--- config.mk ---
export PLATFORM = sky130hd
export DESIGN_NAME = lmring_inj
export DESIGN_NICKNAME = d
export VERILOG_FILES = /design/src/rtl/lmring_inj.sv
export SDC_FILE = /design/constraint.sdc
export NUM_CORES = 1
export LEC_CHECK = 0
export BUFFER_PORTS_ARGS = -buffer_cell sky130_fd_sc_hd__buf_2
export CORE_AREA = 2 2 263 265
export DETAILED_ROUTE_END_ITERATION = 10
export DIE_AREA = 0 0 265 267
export GPL_ROUTABILITY_DRIVEN = 0
export SLEW_MARGIN = 20
export SYNTH_ARGS = -nofsm -noshare
export SYNTH_HDL_FRONTEND = slang
export SYNTH_SLANG_ARGS = --single-unit
--- constraint.sdc ---
create_clock -name ACLK -period 2.4 [get_ports ACLK]
set_input_delay 0.36 -clock ACLK [delete_from_list [all_inputs] [get_ports ACLK]]
set_output_delay 0.36 -clock ACLK [all_outputs]
set_load 0.01 [all_outputs]
--- src/rtl/lmring_inj.sv ---
// lmring_inj: head-of-ring injector; expands AXI-side burst commands into one ring beat per 32-byte line.
// Latency: accepted command -> first out_nemp is 2 cycles; afterwards 1 beat/cycle while out_ful is low.
// Backpressure: out_ful freezes the output slot; wd_ready and cmd_ready drop until the slot/FSM can move.
// Optional feature macro: LMRING_INJ_PERF_EN (adds perf_beats/perf_stall saturating counters).
module lmring_inj #(
    parameter int ADDR_W = 31,
    parameter int DATA_W = 256,
    parameter int DM_W   = DATA_W / 8,
    parameter int LEN_W  = 8,
    parameter int SQ_W   = 16
) (
    input  logic              ACLK,
    input  logic              RSTN,
    // command channel
    input  logic              cmd_valid,
    output logic              cmd_ready,
    input  logic              cmd_rw,
    input  logic [2:0]        cmd_ty,
    input  logic [1:0]        cmd_col,
    input  logic [ADDR_W-1:0] cmd_addr,
    input  logic [LEN_W-1:0]  cmd_len,
    // write-data channel
    input  logic              wd_valid,
    output logic              wd_ready,
    input  logic [DATA_W-1:0] wd_data,
    input  logic [DM_W-1:0]   wd_strb,
    // ring output slot
    output logic              out_nemp,
    output logic              out_rw,
    output logic [2:0]        out_ty,
    output logic [1:0]        out_col,
    output logic [SQ_W-1:0]   out_sq,
    output logic              out_av,
    output logic [ADDR_W-1:0] out_a,
    output logic [DM_W-1:0]   out_dm,
    output logic [DATA_W-1:0] out_d,
    input  logic              out_ful,
    // status
    output logic              done,
    output logic              busy
`ifdef LMRING_INJ_PERF_EN
    ,
    output logic [31:0]       perf_beats,
    output logic [31:0]       perf_stall
`endif
);

    typedef enum logic [1:0] {
        S_IDLE = 2'd0,
        S_RD   = 2'd1,
        S_WR   = 2'd2,
        S_LAST = 2'd3
    } state_t;

    // Clearing the low five bits and adding one line gives the next line base.
    localparam logic [ADDR_W-1:0] LINE_MASK  = ~ADDR_W'(31);
    localparam logic [ADDR_W-1:0] LINE_BYTES = ADDR_W'(32);

    // control state
    state_t              state_q, state_d;
    logic [2:0]          ty_q, ty_d;
    logic [1:0]          col_q, col_d;
    logic [LEN_W-1:0]    len_q, len_d;
    logic [ADDR_W-1:0]   addr_q, addr_d;
    logic [LEN_W-1:0]    beat_q, beat_d;
    logic                done_q, done_d;
    // Holds cmd_ready low for the first cycle after reset release.
    logic                rdy_en_q;

    // output slot
    logic                nemp_q, nemp_d;
    logic                srw_q, srw_d;
    logic [2:0]          sty_q, sty_d;
    logic [1:0]          scol_q, scol_d;
    logic [SQ_W-1:0]     ssq_q, ssq_d;
    logic                sav_q, sav_d;
    logic [ADDR_W-1:0]   sa_q, sa_d;
    logic [DM_W-1:0]     sdm_q, sdm_d;
    logic [DATA_W-1:0]   sd_q, sd_d;

    // combinational helpers
    logic                fire;
    logic                loadable;
    logic                load;
    logic                ld_rw;
    logic [DM_W-1:0]     ld_dm;
    logic [DATA_W-1:0]   ld_d;
    logic                cmd_ready_c;
    logic                wd_ready_c;

    assign fire     = nemp_q && !out_ful;
    assign loadable = !nemp_q || fire;

    // State and slot registers; reset discards any pending beats.
    always_ff @(posedge ACLK or negedge RSTN) begin
        if (!RSTN) begin
            state_q  <= S_IDLE;
            ty_q     <= '0;
            col_q    <= '0;
            len_q    <= '0;
            addr_q   <= '0;
            beat_q   <= '0;
            done_q   <= 1'b0;
            rdy_en_q <= 1'b0;
            nemp_q   <= 1'b0;
            srw_q    <= 1'b0;
            sty_q    <= '0;
            scol_q   <= '0;
            ssq_q    <= '0;
            sav_q    <= 1'b0;
            sa_q     <= '0;
            sdm_q    <= '0;
            sd_q     <= '0;
        end else begin
            state_q  <= state_d;
            ty_q     <= ty_d;
            col_q    <= col_d;
            len_q    <= len_d;
            addr_q   <= addr_d;
            beat_q   <= beat_d;
            done_q   <= done_d;
            rdy_en_q <= 1'b1;
            nemp_q   <= nemp_d;
            srw_q    <= srw_d;
            sty_q    <= sty_d;
            scol_q   <= scol_d;
            ssq_q    <= ssq_d;
            sav_q    <= sav_d;
            sa_q     <= sa_d;
            sdm_q    <= sdm_d;
            sd_q     <= sd_d;
        end
    end

    // Next-state, slot load and handshake decode.
    always_comb begin
        state_d     = state_q;
        ty_d        = ty_q;
        col_d       = col_q;
        len_d       = len_q;
        addr_d      = addr_q;
        beat_d      = beat_q;
        done_d      = 1'b0;
        cmd_ready_c = 1'b0;
        wd_ready_c  = 1'b0;
        load        = 1'b0;
        ld_rw       = 1'b0;
        ld_dm       = '1;
        ld_d        = '0;

        // A departing beat empties the slot unless a new one is loaded below.
        nemp_d = nemp_q && !fire;
        srw_d  = srw_q;
        sty_d  = sty_q;
        scol_d = scol_q;
        ssq_d  = ssq_q;
        sav_d  = sav_q;
        sa_d   = sa_q;
        sdm_d  = sdm_q;
        sd_d   = sd_q;

        case (state_q)
            S_IDLE: begin
                cmd_ready_c = rdy_en_q;
                if (cmd_valid && rdy_en_q) begin
                    ty_d    = cmd_ty;
                    col_d   = cmd_col;
                    // Register/conf/lddmq ops are always a single beat.
                    len_d   = (cmd_ty < 3'd4) ? '0 : cmd_len;
                    addr_d  = cmd_addr;
                    beat_d  = '0;
                    state_d = cmd_rw ? S_WR : S_RD;
                end
            end
            S_RD: begin
                if (loadable) begin
                    load  = 1'b1;
                    ld_rw = 1'b0;
                    ld_dm = '1;
                    ld_d  = '0;
                end
            end
            S_WR: begin
                wd_ready_c = loadable;
                if (wd_valid && loadable) begin
                    load  = 1'b1;
                    ld_rw = 1'b1;
                    ld_dm = wd_strb;
                    ld_d  = wd_data;
                end
            end
            S_LAST: begin
                if (fire) begin
                    done_d  = 1'b1;
                    state_d = S_IDLE;
                end
            end
            default: begin
                state_d = S_IDLE;
            end
        endcase

        if (load) begin
            nemp_d = 1'b1;
            srw_d  = ld_rw;
            sty_d  = ty_q;
            scol_d = col_q;
            ssq_d  = SQ_W'(beat_q);
            sav_d  = 1'b0;
            // First beat keeps the low address bits; later beats are line aligned.
            sa_d   = addr_q;
            sdm_d  = ld_dm;
            sd_d   = ld_d;
            beat_d = beat_q + LEN_W'(1);
            addr_d = (addr_q & LINE_MASK) + LINE_BYTES;
            if (beat_q == len_q) begin
                state_d = S_LAST;
            end
        end
    end

    assign cmd_ready = cmd_ready_c;
    assign wd_ready  = wd_ready_c;
    assign done      = done_q;
    assign busy      = (state_q != S_IDLE) || nemp_q;

    assign out_nemp  = nemp_q;
    assign out_rw    = srw_q;
    assign out_ty    = sty_q;
    assign out_col   = scol_q;
    assign out_sq    = ssq_q;
    assign out_av    = sav_q;
    assign out_a     = sa_q;
    assign out_dm    = sdm_q;
    assign out_d     = sd_q;

`ifdef LMRING_INJ_PERF_EN
    logic [31:0] perf_beats_q, perf_beats_d;
    logic [31:0] perf_stall_q, perf_stall_d;

    // Saturating beat and stall counters.
    always_comb begin
        perf_beats_d = perf_beats_q;
        perf_stall_d = perf_stall_q;
        if (fire && (perf_beats_q != 32'hFFFF_FFFF)) begin
            perf_beats_d = perf_beats_q + 32'd1;
        end
        if (nemp_q && out_ful && (perf_stall_q != 32'hFFFF_FFFF)) begin
            perf_stall_d = perf_stall_q + 32'd1;
        end
    end

    // Counter registers.
    always_ff @(posedge ACLK or negedge RSTN) begin
        if (!RSTN) begin
            perf_beats_q <= '0;
            perf_stall_q <= '0;
        end else begin
            perf_beats_q <= perf_beats_d;
            perf_stall_q <= perf_stall_d;
        end
    end

    assign perf_beats = perf_beats_q;
    assign perf_stall = perf_stall_q;
`endif

endmodule

# Word level (Yosys, flattened, before mapping)

Index checks and enable logic that the tools add are counted.

Flip-flop bits (word level): 390
Output and inout port bits: 347
Bits of input ports: 338

Add/sub/neg operators: 2
Reduce and logical (&&, ||, !) cells: 15
Equality and inequality tests: 4
Order comparisons: 1
Muxes and demuxes: 26

Operators by type and width:

| operator              | number |
|---|---|
| $mux 256              | 2 |
| $mux 31               | 3 |
| $mux 32               | 2 |
| $mux 8                | 4 |
| $add 31x6->31 const B | 1 |
| $mux 2                | 5 |
| $add 8x1->8 const B   | 1 |
| $eq 8x8->1            | 1 |
| $mux 1                | 8 |
| $reduce_bool 2->1     | 3 |
| $eq 2x2->1 const B    | 2 |
| $logic_and 1x1->1     | 4 |
| $pmux 2 s2            | 1 |
| $reduce_and 2->1      | 2 |
| $logic_not 1->1       | 3 |
| $lt 3x3->1 const B    | 1 |
| $eq 2x1->1 const B    | 1 |
| $logic_not 2->1       | 1 |
| $logic_or 1x1->1      | 2 |
| $pmux 1 s2            | 1 |

# Longest topological paths before layout

Depth in word-level cells: 8
Depth in mapped cells: 9
Gate-level depth less buffers: 7

# Least setup slack after synthesis

No wires, ideal clock.

Kind: register to register
Start: reg state_q[1]
End: reg addr_q[17]
Stages on the path, launching flop included: 9
Path buffers: 1
Path slack: 0.408 ns
Clock period less this slack: 1.992 ns
Library setup time: 0.124 ns
Arrival time: 1.868 ns
Required time: 2.276 ns
Path through: dfrtp_1 -> inv_1 -> ha_1 -> a21boi_4 -> and2_1 -> clkbuf_8 -> nand3_1 -> o211a_1 -> a211o_1

Word-level cells in the longest chain between the ends: 4
Elaborated cells on any way between the ends: 8
Classes of those cells: eq/ne: 2; mux: 2; reduce/logical: 4

Ends and longest elaborated chain:

| item                                     | RTL line | source |
|---|---|---|
| start, declared                          | 60       | `state_t state_q, state_d;` |
| start signal, assigned                   | 115      | `state_q <= state_d;` |
| $eq 2x2->1 or $eq 2x1->1 (tied branches) | 162      | `case (state_q)` |
| $pmux 1 s2                               | 162      |  |
| $reduce_bool 2->1 (no line)              | -        |  |
| $reduce_and 2->1 (no line)               | -        |  |
| end signal, assigned                     | 119      | `addr_q <= addr_d;` |
| end, declared                            | 64       | `logic [ADDR_W-1:0] addr_q, addr_d;` |

Several ways; a longest one is shown, not always the timed one.
A chain may end at the register's enable or synchronous reset.

# Worst setup path in the final report

Same ends and word-level chain as after synthesis.

==> impl_results.md <==
* # DRC at 0
* Clk sinks at 390
* P_sw at 0.0108 W
* Worst Hold Launch: wd_data[253]
* WL per Instance at 20.4 µm
* Worst-Margin Slew at 692 ps
* Synthesis-stage register bit count at 390
* Cell Area, Synth at 14900 µm²
* Critical-path cell list: inv_1 -> ha_1 -> a21boi_4 -> and2_4 -> buf_4 -> nand3_1 -> o211a_1 -> a211o_1
* Mux cell area share after synthesis at 0.00202
* Area growth syn-to-layout at 60.8%
* Post-synthesis simple-gate area fraction at 0.0902
* Number of port buffers at 675
* Area leader, netlist: dfrtp_1
* Status: finished, final reports clean
* First-pass GRT wire length at 90900 µm
* Initial Utilization at 0.219
* Global route overflow at 0
* Combinational share of power at 0.383
* Most common cell after layout, fill and taps aside: buf_2
* Largest net degree at the start of global routing at 72
* Synth Area in XOR/XNOR at 0.00588
* H-Tree Level Count at 2
* Worst Skew at 18.7 ps
* Critical path type: reg -> reg
* Reg-to-Reg Start: state_q[1]
* Final period util at 0.954
* VDD IR max at 0.675 mV
* Vias post-DR at 13.9k
* Die Y at 267 µm
* Largest cells by area after synthesis: dfrtp_1 66%, a22o_1 15%, nand2_1 5.2%
* Main combinational cell family by area after synthesis: compound AO/OA/AOI/OAI gates
* Int Pwr at 0.0185 W
* Die area at 70800 µm²
* Gr usage total at 0.170
* Slowest stage cell, crit path: dfrtp_1
* Clk_lat worst skew at 570 ps
* Unique masters post-synth at 60
* Hold crit path type: in -> reg
* Switching fraction of total power at 0.368
* HPWL Detailed at 46700 µm
* Max-Cap Viols at 0
* Die X-Extent at 265 µm
* Critical path arrival at 2730 ps
* Initial antenna violation count at 39
* Worst slack, placed at -37.3 ps
* Seq pwr share at 0.383
* DRT Pass-1 Iters at 5
* Endpoints failing hold at 0
* Post-Route WL at 63000 µm
* Reg2Reg Capture Point: addr_q[17]
* Fmax at 437 MHz
* Max Slew Vio Count at 0
* # IOs at 685
* Worst Reg2Reg Path Length in Cells at 8
* Leakage power at 12.3 nW
* Post-Syn Instances at 1181
* Total CTS buffers at 45
* Crit. End Element: register
* Post-synth ARST share at 1.00
* Core area at 68000 µm²
* Post-DR vias/cell at 4.50
* Worst-path clk slew at 60 ps
* P per Cell Area at 1220 nW/µm²
* Hold Path Stages at 2
* Syn Area/Cell at 12.6 µm²
* Register area share after synthesis at 0.655
* Syn. warnings at 0
* Post-route cell area at 24000 µm²
* Iter 0 DRT Violations at 815
* Worst rel slew slack at 0.539
* DP Area at 19500 µm²
* R2R Setup Slk at 110 ps
* Clock buffer depth at 3
* Share of layout cells above drive strength 1 at 0.378
* Post-synth EDFFs at 0
* Synth Area in Compound Gates at 0.204
* CTS Root Cell: clkbuf_16
* Adder-Cell Fraction of Synth Area at 0.00504
* Row cnt at 96
* Critical path's largest stage delay at 410 ps
* Min-Delay Endpoint: out_d[253]
* Min Tclk post-route at 2290 ps
* Ys flop type: dfrtp_1
* Clock share of power at 0.234
* Final Net Count at 2494
* Most frequent cells in the layout: 674 x buf_2, 390 x dfrtp_1, 279 x dlygate4sd3_1
* CTS tree: yes
* Synth top area share at 0.655
* Worst Setup Start Kind: register
* Worst EP required at 2840 ps
* ANT nets after route at 0
* Worst Slack Setup Final at 111 ps
* Max FO, Critical Path at 6
* Final setup fails at 0
* Hold WS at 37.2 ps
* Number of global-route vias before repair at 14.5k
[worst max-delay path: cells and delay by family (launching register included)]
family | cells | cell delay [ps]
compound gates | 3 | 810
flops | 1 | 410
simple gates | 2 | 350
fa+ha+maj | 1 | 310
buf+inv | 2 | 280
[metrics by stage]
stage	cells	utilization	total power, W	TNS (ps)
3_3_place_gp	2698	0.287	0.0215	0
3_5_place_dp	2698	0.287	0.0219	-37.3
6_report	3084	0.352	0.0293	0
4_1_cts	3059	0.350	0.0293	0
5_1_grt	3081	0.352	0.0310	-4.01
2_1_floorplan	1189	-	0.0167	0
[layer usage]
layer  up-vias  part of all wire  wire [µm]  track usage
li1       6284                 -          -            -
met2       591              0.48      29900        0.280
met4        20             0.052       3260       0.0887
met1      6827              0.37      23500        0.189
met3       155             0.097       6120       0.0668
met5         -            0.0020        123            0
[cells in the mapped netlist, types with 3 or more instances]
library cell and n:
o22a_1 32, and2_1 5, nand2_1 205, a21oi_1 16
nor3_1 7, nand3_1 28, mux2i_1 3, nand3_4 3
and3_1 9, o21ai_0 18, xor2_1 9, a22o_1 256
ha_1 6, a211oi_1 6, nand4_1 5, nor2_1 16
buf_2 58, o211ai_1 6, nand2b_1 3, buf_4 11
buf_1 3, dfrtp_1 390, a31oi_1 4, clkbuf_1 26
inv_1 6, o22ai_1 5, nor4_1 3
[area by class of cell]
type                    instances  area, µm²
fillers                      6713      44000
multi-input cells             691       4630
inverters                       6       22.5
clock buffers                  57       1210
well taps                     882       1100
repair buffers               1016       6920
diodes                         21       52.6
flip-flops and latches        390       9760
clock inverters                21        251
[cell families (layout without fill, tap and decap cells)]
logic type                 Yosys count  after routing
AOI/OAI and AO/OA                  365            365
xor gates and xnor gates            10             10
adders and majority gates            6              6
buffers and inverters              108           1100
DFF                                390            390
muxes                                3              3
other                                2             31
and+or+nand+nor                    297            297
[power groups by stage]
stage	sequential, W	clock [W]	combinational [W]
4_1_cts	0.0112	0.00709	0.0111
5_1_grt	0.0116	0.00733	0.0121
3_5_place_dp	0.0113	0	0.0106
3_3_place_gp	0.0112	0	0.0104
2_1_floorplan	0.0121	0	0.00467
6_report	0.0112	0.00685	0.0112
[sequential cells by signal, summed over array words and instances (netlist names)]
register	cells
rdy_en_q	1
len_q	8
out_a	31
out_dm	32
beat_q	8
done	1
out_col	2
out_ty	3
out_d	256
out_nemp	1
col_q	2
ty_q	3
addr_q	31
out_sq	8
out_rw	1
state_q	2
[what timing repair did]
action,4_1_cts,5_1_grt
pin swaps,1,2
setup buffers,4,2
setup endpoints to repair,29,9
endpoints found under the hold margin,324,0
gates resized for setup,1,3
hold buffers,279,0
cloned,0,2
[how the worst max path moves through the flow]
stage / cells after the start / end / start / slack (ps)
after floorplan: 8 / addr_q[17] / state_q[1] / 410
after CTS: 9 / beat_q[6] / state_q[0] / 30
final: 8 / addr_q[17] / state_q[1] / 110
after detailed placement: 7 / addr_q[24] / state_q[0] / -40
after global routing: 9 / beat_q[7] / state_q[0] / -4
after global placement: 7 / addr_q[24] / state_q[0] / 20
(Power assumes the default switching activity.)
